==> config.mk <==
export PLATFORM = sky130hd
export DESIGN_NAME = vec_mux_arbiter
export DESIGN_NICKNAME = d
export VERILOG_FILES = /design/src/rtl/vec_mux_arbiter.sv
export SDC_FILE = /design/constraint.sdc
export NUM_CORES = 1
export LEC_CHECK = 0
export ABC_CLOCK_PERIOD_IN_PS = 2800
export BUFFER_PORTS_ARGS = -buffer_cell sky130_fd_sc_hd__buf_2
export CAP_MARGIN = 20
export CELL_PAD_IN_SITES_DETAIL_PLACEMENT = 1
export CELL_PAD_IN_SITES_GLOBAL_PLACEMENT = 2
export CORE_MARGIN = 2
export CORE_UTILIZATION = 29
export CTS_BUF_LIST = sky130_fd_sc_hd__clkbuf_8
export DETAILED_ROUTE_END_ITERATION = 10
export PLACE_DENSITY = 0.92
export REMOVE_ABC_BUFFERS = 1
export SETUP_SLACK_MARGIN = 0.1
export SLEW_MARGIN = 20
export SYNTH_ARGS = -nofsm -noshare
export SYNTH_HDL_FRONTEND = slang
export SYNTH_SLANG_ARGS = --single-unit
==> constraint.sdc <==
create_clock -name clk -period 2.8 [get_ports clk]
set_clock_uncertainty 0.1 [all_clocks]
set_input_delay 0.42 -clock clk [delete_from_list [all_inputs] [get_ports clk]]
set_output_delay 0.42 -clock clk [all_outputs]
set_load 0.01 [all_outputs]
==> src/rtl/vec_mux_arbiter.sv <==
// vec_mux_arbiter: two-requester arbiter that drives the select of a 9x9-bit
// signed vector mux. Grants run for bursts of up to BURST beats and then
// rotate to the other requester. A beat is out_valid & out_ready.
// Optional build macro VEC_MUX_ARBITER_STATS_EN adds saturating per-requester
// beat counters on cnt0/cnt1. Without the macro, cnt0/cnt1 read as zero.
module vec_mux_arbiter #(
   parameter int unsigned BURST = 4   // beats per grant before rotation, 1..255
) (
   input  logic        clk,
   input  logic        reset_n,
   input  logic        req0,
   input  logic        req1,
   input  logic        out_ready,
   output logic        sel,
   output logic        out_valid,
   output logic        ack0,
   output logic        ack1,
   output logic        busy,
   output logic [15:0] cnt0,
   output logic [15:0] cnt1
);

   typedef enum logic [1:0] {
      IDLE = 2'd0,
      G0   = 2'd1,
      G1   = 2'd2
   } state_t;

   localparam logic [7:0] LP_LAST_BEAT = 8'(BURST - 1);

   state_t     r_state;
   state_t     w_next;
   logic [7:0] r_beat_cnt;
   logic       r_last;       // requester served by the most recent grant
   logic       w_beat;
   logic       w_release;

   // State register: grant state, in-burst beat counter, last-served requester
   always_ff @(posedge clk) begin
      // NOTE: sequential state uses non-blocking assignments so every register
      // samples the pre-edge values of the others.
      if (!reset_n) begin
         r_state    <= IDLE;
         r_beat_cnt <= 8'd0;
         r_last     <= 1'b1;   // requester 0 wins the first tie
      end else begin
         r_state <= w_next;
         if (w_release) begin
            r_beat_cnt <= 8'd0;
            r_last     <= (r_state == G1);
         end else if (w_beat) begin
            r_beat_cnt <= r_beat_cnt + 8'd1;
         end
      end
   end

   // Next-state logic: tie-break in IDLE, release and hand-over in G0/G1
   always_comb begin
      // NOTE: defaults first so no path leaves a signal unassigned (no latch).
      w_next    = r_state;
      w_release = 1'b0;
      unique case (r_state)
         IDLE: begin
            if (req0 && req1)
               w_next = r_last ? G0 : G1;
            else if (req0)
               w_next = G0;
            else if (req1)
               w_next = G1;
         end
         G0: begin
            // A dropped request ends the grant without a beat
            w_release = (w_beat && (r_beat_cnt == LP_LAST_BEAT)) || !req0;
            if (w_release) begin
               if (req1)
                  w_next = G1;
               else if (req0)
                  w_next = G0;
               else
                  w_next = IDLE;
            end
         end
         G1: begin
            w_release = (w_beat && (r_beat_cnt == LP_LAST_BEAT)) || !req1;
            if (w_release) begin
               if (req0)
                  w_next = G0;
               else if (req1)
                  w_next = G1;
               else
                  w_next = IDLE;
            end
         end
         default: w_next = IDLE;
      endcase
   end

   // Output logic: mux select, valid, beat and acknowledge pulses
   always_comb begin
      sel       = (r_state == G1);
      busy      = (r_state != IDLE);
      out_valid = ((r_state == G0) && req0) || ((r_state == G1) && req1);
      w_beat    = out_valid && out_ready;
      // A reset cycle abandons the burst, so no vector is acknowledged in it
      ack0      = w_beat && (r_state == G0) && reset_n;
      ack1      = w_beat && (r_state == G1) && reset_n;
   end

`ifdef VEC_MUX_ARBITER_STATS_EN
   logic [15:0] r_cnt0;
   logic [15:0] r_cnt1;

   // Statistics: saturating beat counts per requester, cleared only by reset
   always_ff @(posedge clk) begin
      if (!reset_n) begin
         r_cnt0 <= 16'd0;
         r_cnt1 <= 16'd0;
      end else begin
         if (ack0 && (r_cnt0 != 16'hFFFF))
            r_cnt0 <= r_cnt0 + 16'd1;
         if (ack1 && (r_cnt1 != 16'hFFFF))
            r_cnt1 <= r_cnt1 + 16'd1;
      end
   end

   assign cnt0 = r_cnt0;
   assign cnt1 = r_cnt1;
`else
   assign cnt0 = 16'd0;
   assign cnt1 = 16'd0;
`endif

endmodule

# ---- After elaboration in Yosys (flattened, before gate mapping)
# Cells that the tools add are included.
dict set report op_classes {
  n_eq_ne 6
  reduce_logical 18
  n_addsub 1
  muxes 12
  bitwise_logic 1
}
# op n
set ops {}
lappend ops {{two-way mux 2 bit} 9}
lappend ops {{logical AND 1 bit} 9}
lappend ops {{adder 8 x 1 -> 8 bit (second input constant)} 1}
lappend ops {{== test 8 x 2 -> 1 bit (second input constant)} 1}
lappend ops {{one-hot mux 2 bit (3 select lines)} 1}
lappend ops {{!= test 4 bit (second input constant)} 1}
lappend ops {{logical OR 1 bit} 3}
lappend ops {{AND reduction 3 bit} 1}
lappend ops {{== test 2 x 1 -> 1 bit (second input constant)} 1}
lappend ops {{== test 2 bit (second input constant)} 1}
lappend ops {{zero test 1 bit} 2}
lappend ops {{zero test 2 bit} 1}
lappend ops {{!= test 2 x 1 -> 1 bit (second input constant)} 1}
lappend ops {{!= test 2 bit (second input constant)} 1}
lappend ops {{one-hot mux 1 bit (2 select lines)} 1}
lappend ops {{nonzero test 2 bit} 1}
lappend ops {{OR reduction 2 bit} 1}
lappend ops {{two-way mux 1 bit} 1}
lappend ops {{NOT 1 bit} 1}
dict set report word_totals {
  wordCells 41
  regBits 11
}

# ---- Depth between registers and ports, before layout
dict set report depth {
  ltp_word 8
  depth_mapped 7
  depth_no_buf 7
}

# ---- Least setup slack after synthesis
# OpenSTA, ideal clock, no wires.
dict set report synth_path {
  path_type {flip-flop to output port}
  startpoint {reg r_state[0]}
  endpoint {out ack0}
  stages_incl_launch_ff 7
  setup_slack_ns 0.701
  required_time_ns 2.280
  t_arrival_ns 1.579
  cell_sequence {dfxtp_1 inv_1 ha_1 a22oi_4 inv_1 and2_1 and3_1}
}
dict set report synth_between {
  elab_chain_cells 6
  elab_cells_between_ends 8
}
# item line
set synth_rtl {}
lappend synth_rtl {{from (decl)} 31} ;# state_t r_state;
lappend synth_rtl {{from (signal assigned)} 47} ;# r_state <= w_next;
lappend synth_rtl {{== test 2 bit} n/a}
lappend synth_rtl {{via sel} 14} ;# output logic sel,
lappend synth_rtl {{logical AND 1 bit} 102} ;# out_valid = ((r_state == G0) && req0) || ((r_state == G1) && req1);
lappend synth_rtl {{logical OR 1 bit} 102}
lappend synth_rtl {{via out_valid} 15} ;# output logic out_valid,
lappend synth_rtl {{logical AND 1 bit} 103} ;# w_beat = out_valid && out_ready;
lappend synth_rtl {{logical AND 1 bit (2 in a row)} 105} ;# ack0 = w_beat && (r_state == G0) && reset_n;
lappend synth_rtl {{to (decl)} 16} ;# output logic ack0,
# The timed path passes the listed nets, and every way through them passes these cells.

# ---- Worst setup path in the final report
dict set report layout_path {
  startpoint {reg r_state[0]}
  endpoint {out ack1}
}
dict set report layout_between {
  elab_chain_cells 6
  elab_cells_between_ends 8
}
# item line
set layout_rtl {}
lappend layout_rtl {{== test 2 x 1 -> 1 bit or == test 2 bit (tied branches)} {102, 106}}
lappend layout_rtl {{logical AND 1 bit} 102}
lappend layout_rtl {{logical OR 1 bit} 102}
lappend layout_rtl {{logical AND 1 bit} 103}
lappend layout_rtl {{logical AND 1 bit (*) (2 in a row)} 106} ;# ack1 = w_beat && (r_state == G1) && reset_n;
lappend layout_rtl {{to (decl)} 17} ;# output logic ack1,
# Every way passes the cells marked *; elsewhere a longest branch is shown, timed or not.

==> reports/qor.yml <==
floorplan:
  io_pins: 42
  die_x_um: 61.7
  fp.coreArea_sq_mm: 0.00310
  dieArea_sq_mm: 0.00381
  initial_core_util_pct: 31.1
  die_h_um: 61.7
  row_count: 20
synthesis:
  synth_enable_flop_cells: 0
  synthArstFlopShare_pct: 0
  netlist-cell-type-count: 34
  ys_top_cells_by_count: "buf_4 (32), dfxtp_1 (11), nor2_1 (10)"
  yosysMostFrequentCell: "buf_4"
  synth-simple-area-share_pct: 20.3
  synth_area_sq_um: 966
  synth_top_cell_area_share_pct: 24.9
  syn_avg_cell_area_sq_um: 8.62
  synth_top_family_by_area: "buffers and inverters"
  synth-xor-area-share_pct: 6.35
  ys_seq_area_share_pct: 22.8
  synthTopCellsByArea: "buf_4 (25%), dfxtp_1 (23%), ha_1 (6.5%), xnor2_1 (6.3%), nor2_1 (3.9%)"
  postSynthCellCount: 112
  synth_fa_ha_area_share_pct: 6.48
  synthMuxAreaShare_pct: 1.04
  synth_ff_type: "dfxtp_1"
  yosysWarnings: 0
  synth_top_cell_by_area: "buf_4"
  synth_seq_cells: 11
  synth_compound_area_share_pct: 15.4
critical_path:
  r2r_slack_ns: 0.91
  rr_worst_depth: 7
  required_ns: 2.28
  crit_end: "ack1"
  crit_type: "flip-flop to output pin"
  timing.rr.start: "r_state[0]"
  cp-end-kind: "output pin"
  crit_path_max_fanout: 9
  critical_path_arrival_ns: 2.00
  startpoint: "r_state[0]"
  rr_endpoint: "r_beat_cnt[1]"
  startpoint_type: "flip-flop"
sta:
  fmax_ghz: 0.396
  period_needed_ns: 2.52
  finalCritPeriodShare_pct: 90.1
  finalSetupTns_ns: 0
  rsz0062_at_grt: "no"
  slew_viol_final: 0
  fin_hold_ws_ns: 0.329
  setup_violations: 0
  hold_viol: 0
clock_network:
  cts_buffers: 3
  cts_tree: "done"
  max-clock-path-buffers: 2
  clock-root-buffer: "clkbuf_8"
  clk_pin_slew_ns: 0.05
  clock_latency_ns: 0.24
  clock-sinks: 11
  post_cts_buffers: 0
  htree_levels: 1
  cts_hold_buf: 0
  post_cts_resized: 0
routing:
  drc: 0
  ant_nets: 0
  dr_total_vias: 718
  drt-total-wl_mm: 1.98
  dr.first_iter.drc_count: 17
  viasPerCell: 4.27
  dr.pass1.iters: 4
  post_drt_wl_per_cell_um: 11.8
global_route:
  grt_use_total_pct: 10.9
  grt_max_degree: 10
  grt-ovfl-total: 0
  grt_pass1_vias: 664
  antenna_found_initial: 0
  grt_pass1_wl_mm: 3.11
place:
  hpwl_mm: 1.63
  portBuffers: 9
  placed_area_sq_um: 942
  gp_congestion: 0.874
final_layout:
  ff_latch_area_sq_um: 220
  antennaDiodeCount: 0
  area_growth_pct: 2.20
  n_fill_cell: 405
  multi_input_area_sq_um: 599
  drive_above_1_share_pct: 16.1
  final_cell_area_sq_um: 987
  fin_nets: 135
status:
  outcome: "completed"
pwr:
  p_leak_nw: 0.447
  ir_drop_uv: 402
  powerDensity_mw_per_mm2: 545
flow_run:
  maxCapViolations: 0
hold_path:
  hold_class: "input port to flip-flop"
registers in the layout (all words and copies together), names as in the netlist:
name / flops
r_last: 1
r_state: 2
r_beat_cnt: 8
critical path, cell delays in order (launching register included):
cell,delay (ns)
dfxtp_1,0.39
inv_1,0.10
ha_1,0.32
a22oi_4,0.33
inv_1,0.09
and2_1,0.21
and3_1,0.19
buf_2,0.13
area by class of cell:
| cell class | count | area share (%) |
|---|---|---|
| clock buffer | 3 | 4.18 |
| clock inverter | 1 | 0.380 |
| inverter | 6 | 2.28 |
| multi-input combinational | 94 | 60.7 |
| sequential | 11 | 22.3 |
| tap | 44 | 5.58 |
| timing repair buffer | 9 | 4.56 |
how the worst min path moves through the flow:
stage,start,to,cells after the start
5_1_grt,reset_n,r_last,2
4_1_cts,reset_n,r_last,2
6_report,reset_n,r_last,2
3_5_place_dp,r_beat_cnt[7],r_beat_cnt[7],2
3_3_place_gp,r_beat_cnt[7],r_beat_cnt[7],2
2_1_floorplan,r_beat_cnt[7],r_beat_cnt[7],2
kinds of logic (layout without fill, tap and decap cells):
logic type	count (synthesis)	count (layout)
xor gates and xnor gates	7	7
muxes	1	1
DFF	11	11
buffers and inverters	38	19
other	1	32
and+or+nand+nor	31	31
adders and majority gates	5	5
AOI/OAI and AO/OA	18	18
power by group:
| group | switching (mW) | total (mW) | leakage [nW] | internal [mW] |
|---|---|---|---|---|
| Clock | 0.0616 | 0.158 | 0.0269 | 0.0965 |
| Sequential | 0.0131 | 0.182 | 0.0891 | 0.169 |
| Combinational | 0.128 | 0.198 | 0.331 | 0.0699 |
per-layer routing:
metal  global-route usage, %  vias up  wire length (um)
met3                    2.48        4               153
met2                    18.8       34               936
met5                       0        -                 0
li1                        -      345                 -
met4                    3.65        0                25
met1                    13.5      335               866
placed cells by master (no fill, tap or decap), drive strengths merged, types with 3 or more instances in the layout:
| cell type | n |
|---|---|
| clkbuf | 3 |
| nand2 | 6 |
| dfxtp | 11 |
| xnor2 | 7 |
| nor2 | 10 |
| conb | 32 |
| buf | 9 |
| inv | 7 |
| ha | 5 |
| o21ai | 5 |
metrics by stage:
step	power, mW	setup slack (ns)	util, %	std cells
3_3_place_gp	0.374	0.633	30.4	164
3_5_place_dp	0.383	0.526	30.4	164
4_1_cts	0.545	0.265	31.8	168
2_1_floorplan	0.328	0.701	-	111
5_1_grt	0.580	0.157	31.8	168
6_report	0.538	0.277	31.8	168
No activity file was read; power rests on OpenSTA's default activity.
